## config.mk

```make
export PLATFORM = sky130hd
export DESIGN_NAME = blackparrot_fpga_host_csr
export DESIGN_NICKNAME = d
export VERILOG_FILES = /design/src/rtl/blackparrot_fpga_host_csr.sv
export SDC_FILE = /design/constraint.sdc
export NUM_CORES = 1
export LEC_CHECK = 0
export BUFFER_PORTS_ARGS = -buffer_cell sky130_fd_sc_hd__buf_2
export CAP_MARGIN = 20
export CORE_AREA = 2 2 96 98
export DETAILED_ROUTE_END_ITERATION = 12
export DIE_AREA = 0 0 98 100
export PLACE_DENSITY = 0.8
export SLEW_MARGIN = 20
export SYNTH_ARGS = -nofsm -noshare
export SYNTH_HDL_FRONTEND = slang
export SYNTH_SLANG_ARGS = --single-unit
```

## constraint.sdc

```tcl
create_clock -name clk -period 2.1 [get_ports clk]
set_input_delay 0.105 -clock clk [delete_from_list [all_inputs] [get_ports clk]]
set_output_delay 0.105 -clock clk [all_outputs]
set_load 0.03 [all_outputs]
```

## src/rtl/blackparrot_fpga_host_csr.sv

```systemverilog
// AXI4-Lite register file bridging host software to the BlackParrot MMIO host FIFOs.
// Independent single-outstanding read and write FSMs; also owns the BP reset bit.
module blackparrot_fpga_host_csr #(
  parameter int S_AXIL_ADDR_WIDTH = 32,
  parameter int S_AXIL_DATA_WIDTH = 32,
  parameter int fifo_data_width_p = 32
) (
  input  logic                         clk,
  input  logic                         reset,
  input  logic [S_AXIL_ADDR_WIDTH-1:0] s_axil_awaddr,
  input  logic                         s_axil_awvalid,
  output logic                         s_axil_awready,
  input  logic [S_AXIL_DATA_WIDTH-1:0] s_axil_wdata,
  input  logic [3:0]                   s_axil_wstrb,
  input  logic                         s_axil_wvalid,
  output logic                         s_axil_wready,
  output logic [1:0]                   s_axil_bresp,
  output logic                         s_axil_bvalid,
  input  logic                         s_axil_bready,
  input  logic [S_AXIL_ADDR_WIDTH-1:0] s_axil_araddr,
  input  logic                         s_axil_arvalid,
  output logic                         s_axil_arready,
  output logic [S_AXIL_DATA_WIDTH-1:0] s_axil_rdata,
  output logic [1:0]                   s_axil_rresp,
  output logic                         s_axil_rvalid,
  input  logic                         s_axil_rready,
  input  logic                         mmio_req_v_i,
  input  logic [fifo_data_width_p-1:0] mmio_req_data_i,
  output logic                         mmio_req_yumi_o,
  input  logic                         mmio_count_v_i,
  input  logic [fifo_data_width_p-1:0] mmio_count_i,
  output logic                         mmio_count_yumi_o,
  output logic                         mmio_resp_v_o,
  output logic [fifo_data_width_p-1:0] mmio_resp_data_o,
  input  logic                         mmio_resp_ready_and_i,
  output logic                         bp_reset_o
);
  localparam int DW = S_AXIL_DATA_WIDTH;
  localparam logic [1:0] OKAY = 2'b00, SLVERR = 2'b10, DECERR = 2'b11;

  typedef enum logic {R_IDLE, R_RESP} rstate_t;
  typedef enum logic [1:0] {W_IDLE, W_EXEC, W_RESP} wstate_t;

  rstate_t       r_rstate;
  wstate_t       r_wstate;
  logic [DW-1:0] r_rdata;
  logic [1:0]    r_rresp;
  logic          r_aw_held, r_w_held;
  logic [3:0]    r_awidx;
  logic [DW-1:0] r_wdata;
  logic [3:0]    r_wstrb;
  logic [1:0]    r_bresp;
  logic          r_bp_reset;

  logic          w_ar_hs, w_aw_hs, w_w_hs;
  logic [3:0]    w_aridx;
  logic [DW-1:0] w_rdata_next;
  logic [1:0]    w_rresp_next, w_bresp_next;
  logic          w_req_pop, w_cnt_pop;
  logic          w_unused;

  assign w_unused = &{1'b0, s_axil_araddr[S_AXIL_ADDR_WIDTH-1:6], s_axil_araddr[1:0],
                      s_axil_awaddr[S_AXIL_ADDR_WIDTH-1:6], s_axil_awaddr[1:0]};

  // Ready is gated by reset so nothing is accepted while reset is held.
  assign s_axil_arready = (r_rstate == R_IDLE) & ~reset;
  assign s_axil_rvalid  = (r_rstate == R_RESP);
  assign s_axil_rdata   = r_rdata;
  assign s_axil_rresp   = r_rresp;
  assign w_ar_hs        = s_axil_arvalid & s_axil_arready;
  assign w_aridx        = s_axil_araddr[5:2];

  always_comb begin
    w_rdata_next = '0;
    w_rresp_next = OKAY;
    w_req_pop    = 1'b0;
    w_cnt_pop    = 1'b0;
    case (w_aridx)
      4'd0: if (mmio_req_v_i) begin
              w_rdata_next = mmio_req_data_i;
              w_req_pop    = 1'b1;
            end else w_rresp_next = SLVERR;
      4'd1: if (mmio_count_v_i) begin
              w_rdata_next = mmio_count_i;
              w_cnt_pop    = 1'b1;
            end else w_rresp_next = SLVERR;
      4'd2: w_rdata_next = '0;
      4'd3: w_rdata_next = {{(DW-1){1'b0}}, r_bp_reset};
      4'd4: w_rdata_next = {{(DW-3){1'b0}}, r_bp_reset, mmio_resp_ready_and_i, mmio_req_v_i};
      default: w_rresp_next = DECERR;
    endcase
  end

  assign mmio_req_yumi_o   = w_ar_hs & w_req_pop;
  assign mmio_count_yumi_o = w_ar_hs & w_cnt_pop;

  always_ff @(posedge clk) begin
    if (reset) begin
      r_rstate <= R_IDLE;
      r_rdata  <= '0;
      r_rresp  <= OKAY;
    end else begin
      case (r_rstate)
        R_IDLE: if (w_ar_hs) begin
                  r_rdata  <= w_rdata_next;
                  r_rresp  <= w_rresp_next;
                  r_rstate <= R_RESP;
                end
        R_RESP: if (s_axil_rready) r_rstate <= R_IDLE;
        default: r_rstate <= R_IDLE;
      endcase
    end
  end

  assign s_axil_awready   = (r_wstate == W_IDLE) & ~r_aw_held & ~reset;
  assign s_axil_wready    = (r_wstate == W_IDLE) & ~r_w_held & ~reset;
  assign w_aw_hs          = s_axil_awvalid & s_axil_awready;
  assign w_w_hs           = s_axil_wvalid & s_axil_wready;
  assign s_axil_bvalid    = (r_wstate == W_RESP);
  assign s_axil_bresp     = r_bresp;
  assign bp_reset_o       = r_bp_reset;
  assign mmio_resp_data_o = r_wdata;
  assign mmio_resp_v_o    = (r_wstate == W_EXEC) & (r_awidx == 4'd2) & (r_wstrb == 4'hF);

  always_comb begin
    w_bresp_next = OKAY;
    case (r_awidx)
      4'd0, 4'd1, 4'd3, 4'd4: w_bresp_next = OKAY;
      4'd2: w_bresp_next = ((r_wstrb == 4'hF) && mmio_resp_ready_and_i) ? OKAY : SLVERR;
      default: w_bresp_next = DECERR;
    endcase
  end

  // Entering W_EXEC on the completing handshake itself keeps write latency at two cycles.
  always_ff @(posedge clk) begin
    if (reset) begin
      r_wstate   <= W_IDLE;
      r_aw_held  <= 1'b0;
      r_w_held   <= 1'b0;
      r_awidx    <= '0;
      r_wdata    <= '0;
      r_wstrb    <= '0;
      r_bresp    <= OKAY;
      r_bp_reset <= 1'b1;
    end else begin
      case (r_wstate)
        W_IDLE: begin
          if (w_aw_hs) begin
            r_aw_held <= 1'b1;
            r_awidx   <= s_axil_awaddr[5:2];
          end
          if (w_w_hs) begin
            r_w_held <= 1'b1;
            r_wdata  <= s_axil_wdata;
            r_wstrb  <= s_axil_wstrb;
          end
          if ((r_aw_held | w_aw_hs) & (r_w_held | w_w_hs)) r_wstate <= W_EXEC;
        end
        W_EXEC: begin
          r_bresp <= w_bresp_next;
          if (r_awidx == 4'd3 && r_wstrb[0]) r_bp_reset <= r_wdata[0];
          r_aw_held <= 1'b0;
          r_w_held  <= 1'b0;
          r_wstate  <= W_RESP;
        end
        W_RESP: if (s_axil_bready) r_wstate <= W_IDLE;
        default: r_wstate <= W_IDLE;
      endcase
    end
  end
endmodule

```

### After elaboration in Yosys (flattened, before gate mapping)

Cells that the tools add are included.

| cells by class | value |
|---|---|
| muxes and demuxes | 22 |
| bitwise operators | 19 |
| eq/ne operators | 15 |
| reductions and logical operators | 15 |

Operators by type and width:

| kind | number |
|---|---|
| $pmux W32 S4 | 1 |
| $mux W32 | 2 |
| $eq A4 B2 Y1 const B | 4 |
| $reduce_and A2 Y1 | 7 |
| $and A1 B1 Y1 | 13 |
| $pmux W2 S3 | 2 |
| $mux W2 | 5 |
| $eq A4 B1 Y1 const B | 2 |
| $eq A4 B3 Y1 const B | 2 |
| $logic_not A4 Y1 | 2 |
| $mux W1 | 8 |
| $pmux W1 S2 | 3 |
| $eq A4 B4 Y1 const B | 1 |
| $ne A2 B1 Y1 const B | 2 |
| $ne A2 B2 Y1 const B | 2 |
| $not A1 Y1 | 4 |
| $pmux W2 S2 | 1 |
| $reduce_or A4 Y1 | 1 |
| $reduce_or A3 Y1 | 1 |
| $eq A2 B1 Y1 const B | 1 |
| $eq A2 B2 Y1 const B | 1 |
| $logic_and A1 B1 Y1 | 2 |
| $logic_not A2 Y1 | 1 |
| $or A1 B1 Y1 | 2 |
| $reduce_bool A2 Y1 | 1 |

| word-level totals | value |
|---|---|
| register bits after elaboration | 82 |
| output and inout bits | 77 |
| input port bits | 174 |

### Logic depth before layout (Yosys ltp)

| depth | value |
|---|---|
| word-level depth | 8 |
| mapped depth | 6 |

### Least setup slack after synthesis

Ideal clock, no wire load.

| timing path | value |
|---|---|
| path type | register to register |
| start point | reg r_wstate[0] |
| end point | reg r_awidx[0] |
| setup time | 0.132 ns |
| path slack | 0.332 ns |
| stages on the path, launching flop included | 5 |
| arrival | 1.635 ns |
| clock period less this slack | 1.768 ns |
| cell sequence | dfxtp_1 nor4_2 nand2_1 nand2_1 a21oi_1 |

| on the way | value |
|---|---|
| word-level cells in the longest chain between the ends | 5 |

Ends and longest elaborated chain:

| item | RTL line | source |
|---|---|---|
| start: declaration | 45 | `wstate_t r_wstate;` |
| start signal: assignment | 137 | `r_wstate <= W_IDLE;` |
| start signal: assignment | 157 | `if ((r_aw_held \| w_aw_hs) & (r_w_held \| w_w_hs)) r_wstate <= W_EXEC;` |
| start signal: assignment | 164 | `r_wstate <= W_RESP;` |
| $logic_not A2 Y1 | 115 | `assign s_axil_awready = (r_wstate == W_IDLE) & ~r_aw_held & ~reset;` |
| $and A1 B1 Y1 (2 in a row) | 115 |  |
| named net s_axil_awready | 12 | `output logic s_axil_awready,` |
| $and A1 B1 Y1 | 117 | `assign w_aw_hs = s_axil_awvalid & s_axil_awready;` |
| $reduce_and A2 Y1 (no line) | - |  |
| end signal: assignment | 150 | `r_awidx <= s_axil_awaddr[5:2];` |
| end: declaration | 49 | `logic [3:0] r_awidx;` |

The timed path passes the listed nets, and every way through them passes these cells.
A chain may end at the register's enable or synchronous reset.

### Final worst setup path

| timing path | value |
|---|---|
| start point | reg r_wstate[0] |
| end point | out mmio_resp_v_o |

| on the way | value |
|---|---|
| word-level cells in the longest chain between the ends | 3 |

Ends and longest elaborated chain:

| item | RTL line | source |
|---|---|---|
| $eq A2 B1 Y1 | 123 | `assign mmio_resp_v_o = (r_wstate == W_EXEC) & (r_awidx == 4'd2) & (r_wstrb == 4'hF);` |
| $and A1 B1 Y1 (2 in a row) | 123 |  |
| end: declaration | 33 | `output logic mmio_resp_v_o,` |

No other way between the ends.

==> impl_results.md <==
* Ratio of cells with drive above 1 in the final layout at a little over a third
* Reported max-cap violation count at 0
* Bufs on Longest Clock Path at 2
* Initial Utilization at between 30% and 40%
* Number of placed cells counting well taps at between 600 and 700
* Vias post-DR at 3536
* Standard cell core area at 8890 µm²
* Number of port buffers at around 190
* Library cell contributing the largest single delay on the critical path: sky130_fd_sc_hd__dfxtp_1
* Layout net count at just under 800
* Post-synthesis sequential element count at between 80 and 90
* Highest cell delay on the worst timing path at about 0.5 ns
* Crit path time final at 1.91 ns
* Least-Margin Pin Slew at between 0.6 and 0.7 ns
* Maximum achievable frequency at 524 MHz
* Cell Count, Final, Fillers Out at approximately 720
* Leakage power summed over all cells at about 2.1 nW
* Cell taking the most area after synthesis: sky130_fd_sc_hd__dfxtp_1
* Post-synthesis to final-layout area growth at 49.0%
* Worst vdd rail ir drop at between 0.0004 and 0.0005 V
* Share of Yosys cell area claimed by the top area cell type at between 50% and 60%
* Initial DRC Count at a little over 90
* Sort of element at the end of the critical path: primary output
* Clock transition at the registers of the reported paths at around 0.080 ns
* Pre-CTS setup slack at 0.326 ns
* Clock Skew at ~0.012 ns
* Post-route standard cell area excluding fillers at between 4000 and 5000 µm²
* Area of the mapped netlist at between 3000 and 4000 µm²
* Residual antenna-violating net count after detailed routing at 0
* Required time reported for the critical path endpoint at about 2.0 ns
* Number of flops mapped to enable cells by yosys at 0
* Syn Nets at around 560
* Overall routing resource usage at between 10% and 20%
* Total number of H-tree levels at 3
* Inserted Clock Buffers at 9
* Total length of routed wires at just under 10 mm
* Pin count of the biggest net entering global routing at 35
* Util after Layout at about 54%
* Mean instance size in the synthesized netlist at 8.23 µm²
* Number of distinct library cell variants in the gate-level netlist after synthesis at 36
* Critical path launch point type: register
* Synth warnings at 0
* Placer congestion estimate at between 0.8 and 0.9
* Mean routed wirelength per cell at roughly 13 µm
* Fillcell total at 830
* Routed via count divided by cell count at ~5
* Power per standard cell area at 681 nW/µm²
* Slew Limit Fails at 0
* Status: finished, final reports clean
* Family of cells with the greatest summed delay on the critical path: simple AND/OR/NAND/NOR gates
* Number of antenna violations at the first check in global routing at 0
* Clock Sink Count at ~80
* DRC violation count after routing at 0
* Initial DRT Pass Iterations at 4
* RSZ-0062 raised after global routing: false
* Critical path, cell by cell: nand2b_2 -> or4_1 -> nor2_1 -> buf_2
* Die height at around 100 µm
* Kind of path behind the tightest hold check: in2reg
* Share of synthesized area occupied by flip-flops and latches at about half
* Critical Path Fanout Max at 7
* Critical path class: reg2out
* Clk Latency, worst-skew pair at 0.34 ns
* Final period utilization at between 90% and 100%
* Smallest hold slack at around 0.023 ns
* Worst relative slew slack at about 56%
* Die outline width at between 90 and 100 µm
* Via count of the first global-routing pass at about 3300
* Setup violations, final at 0
* Clock tree root driver cell: sky130_fd_sc_hd__clkbuf_8
* Floorplan row count at 35
* Final setup slack of the worst path at approximately 0.19 ns
* Global route overflow at 0
* Power Total at around 3.3 mW
* Most numerous cell in the Yosys netlist: sky130_fd_sc_hd__nand2_1
* Die footprint at roughly 10000 µm²
* Commonest cells in the netlist: 108 x sky130_fd_sc_hd__nand2_1, 82 x sky130_fd_sc_hd__dfxtp_1, 44 x sky130_fd_sc_hd__a21oi_1
* Setup_tns at 0 ns
* Post-synthesis cell count at 389
* Share of flip-flops with an asynchronous set or reset after synthesis at 0%
* TritonCTS clock tree: done
* Number of inserted diodes at 0
* Most used flip-flop cell after synthesis: sky130_fd_sc_hd__dfxtp_1
* Critical path buffers and inverters at 1
* Area after DPL at around 4300 µm²
* Data arrival time of the worst path at 1.80 ns
* Half-perimeter wire length after placement at 6.88 mm
* Top Ports at approximately 250
* Hold violation total from the final report at 0
* Global-route wire length before repair at 15.2 mm
* Ranking of synthesized cells by area: sky130_fd_sc_hd__dfxtp_1 51%, sky130_fd_sc_hd__nand2_1 13%, sky130_fd_sc_hd__a22oi_1 7.3%
layout by cell type (no fill, tap or decap), types with 4 or more instances in the layout:
master / n
sky130_fd_sc_hd__a22oi_1: 31
sky130_fd_sc_hd__and2_1: 4
sky130_fd_sc_hd__buf_2: 194
sky130_fd_sc_hd__o21ai_0: 32
sky130_fd_sc_hd__dfxtp_1: 82
sky130_fd_sc_hd__dlygate4sd3_1: 33
sky130_fd_sc_hd__nand2_1: 108
sky130_fd_sc_hd__nor2b_1: 5
sky130_fd_sc_hd__clkbuf_8: 9
sky130_fd_sc_hd__nand3_1: 4
sky130_fd_sc_hd__nor2_1: 11
sky130_fd_sc_hd__a21oi_1: 44
sky130_fd_sc_hd__buf_4: 8
sky130_fd_sc_hd__nand2b_1: 5
what timing repair did:
action	CTS	global route
buffers inserted	0	0
endpoints found under the hold margin	33	0
endpoints found under the setup margin	0	0
hold buffers	33	0
gates resized for setup	0	0
worst paths after layout:
| path | start | end | slack (ns) | depth (start not counted) |
|---|---|---|---|---|
| setup / recovery | r_wstate[0] | mmio_resp_v_o | 0.19 | 4 |
| hold / removal | s_axil_wstrb[3] | r_wstrb[3] | 0.02 | 3 |
| setup reg to reg | r_wstate[0] | mmio_resp_data_o[12] | 0.40 | 5 |
| hold reg to reg | s_axil_rdata[11] | s_axil_rdata[11] | 0.45 | 2 |
final cells by class:
class | instances | area, µm² | share of cell area [%]
inverter | 3 | 11.3 | 0.236
multi-input combinational | 277 | 1430 | 30.0
clock buffer | 11 | 131 | 2.75
tap | 111 | 139 | 2.91
sequential | 82 | 1640 | 34.4
timing repair buffer | 235 | 1360 | 28.5
clock inverter | 5 | 55.1 | 1.15
routing by layer:
| metal | vias to the layer above | track usage (%) | part of all wire, % |
|---|---|---|---|
| li1 | 1783 | - | - |
| met3 | 17 | 5.15 | 6.7 |
| met4 | 0 | 7.26 | 1.7 |
| met5 | - | 0 | 0 |
| met2 | 140 | 34.6 | 51 |
| met1 | 1596 | 21.4 | 41 |
registers in the layout (all words and copies together) (netlist names):
register	flops
r_awidx	4
mmio_resp_data_o	32
s_axil_bresp	2
r_aw_held	1
r_wstrb	4
s_axil_rvalid	1
s_axil_rdata	32
s_axil_rresp	2
r_w_held	1
bp_reset_o	1
r_wstate	2
power breakdown:
part	internal, mW	switching (mW)	leakage [nW]
combinational	0.219	0.296	1.37
sequential	1.61	0.0384	0.666
clock	0.547	0.544	0.0893
kinds of logic after synthesis:
group / share of synthesized area (%)
AOI/OAI and AO/OA: 22.7
buffers and inverters: 4.22
DFF: 51.2
muxes: 0.313
and+or+nand+nor: 21.5
worst register-to-register path, delay by kind of cell (launching register included):
kind                   cells  cell delay (ns)
buffers and inverters      1             0.34
AND/OR/NAND/NOR            3             0.69
AO/OA/AOI/OAI              1             0.18
flip-flops                 1             0.41
Power figures use the tool's default switching activity.
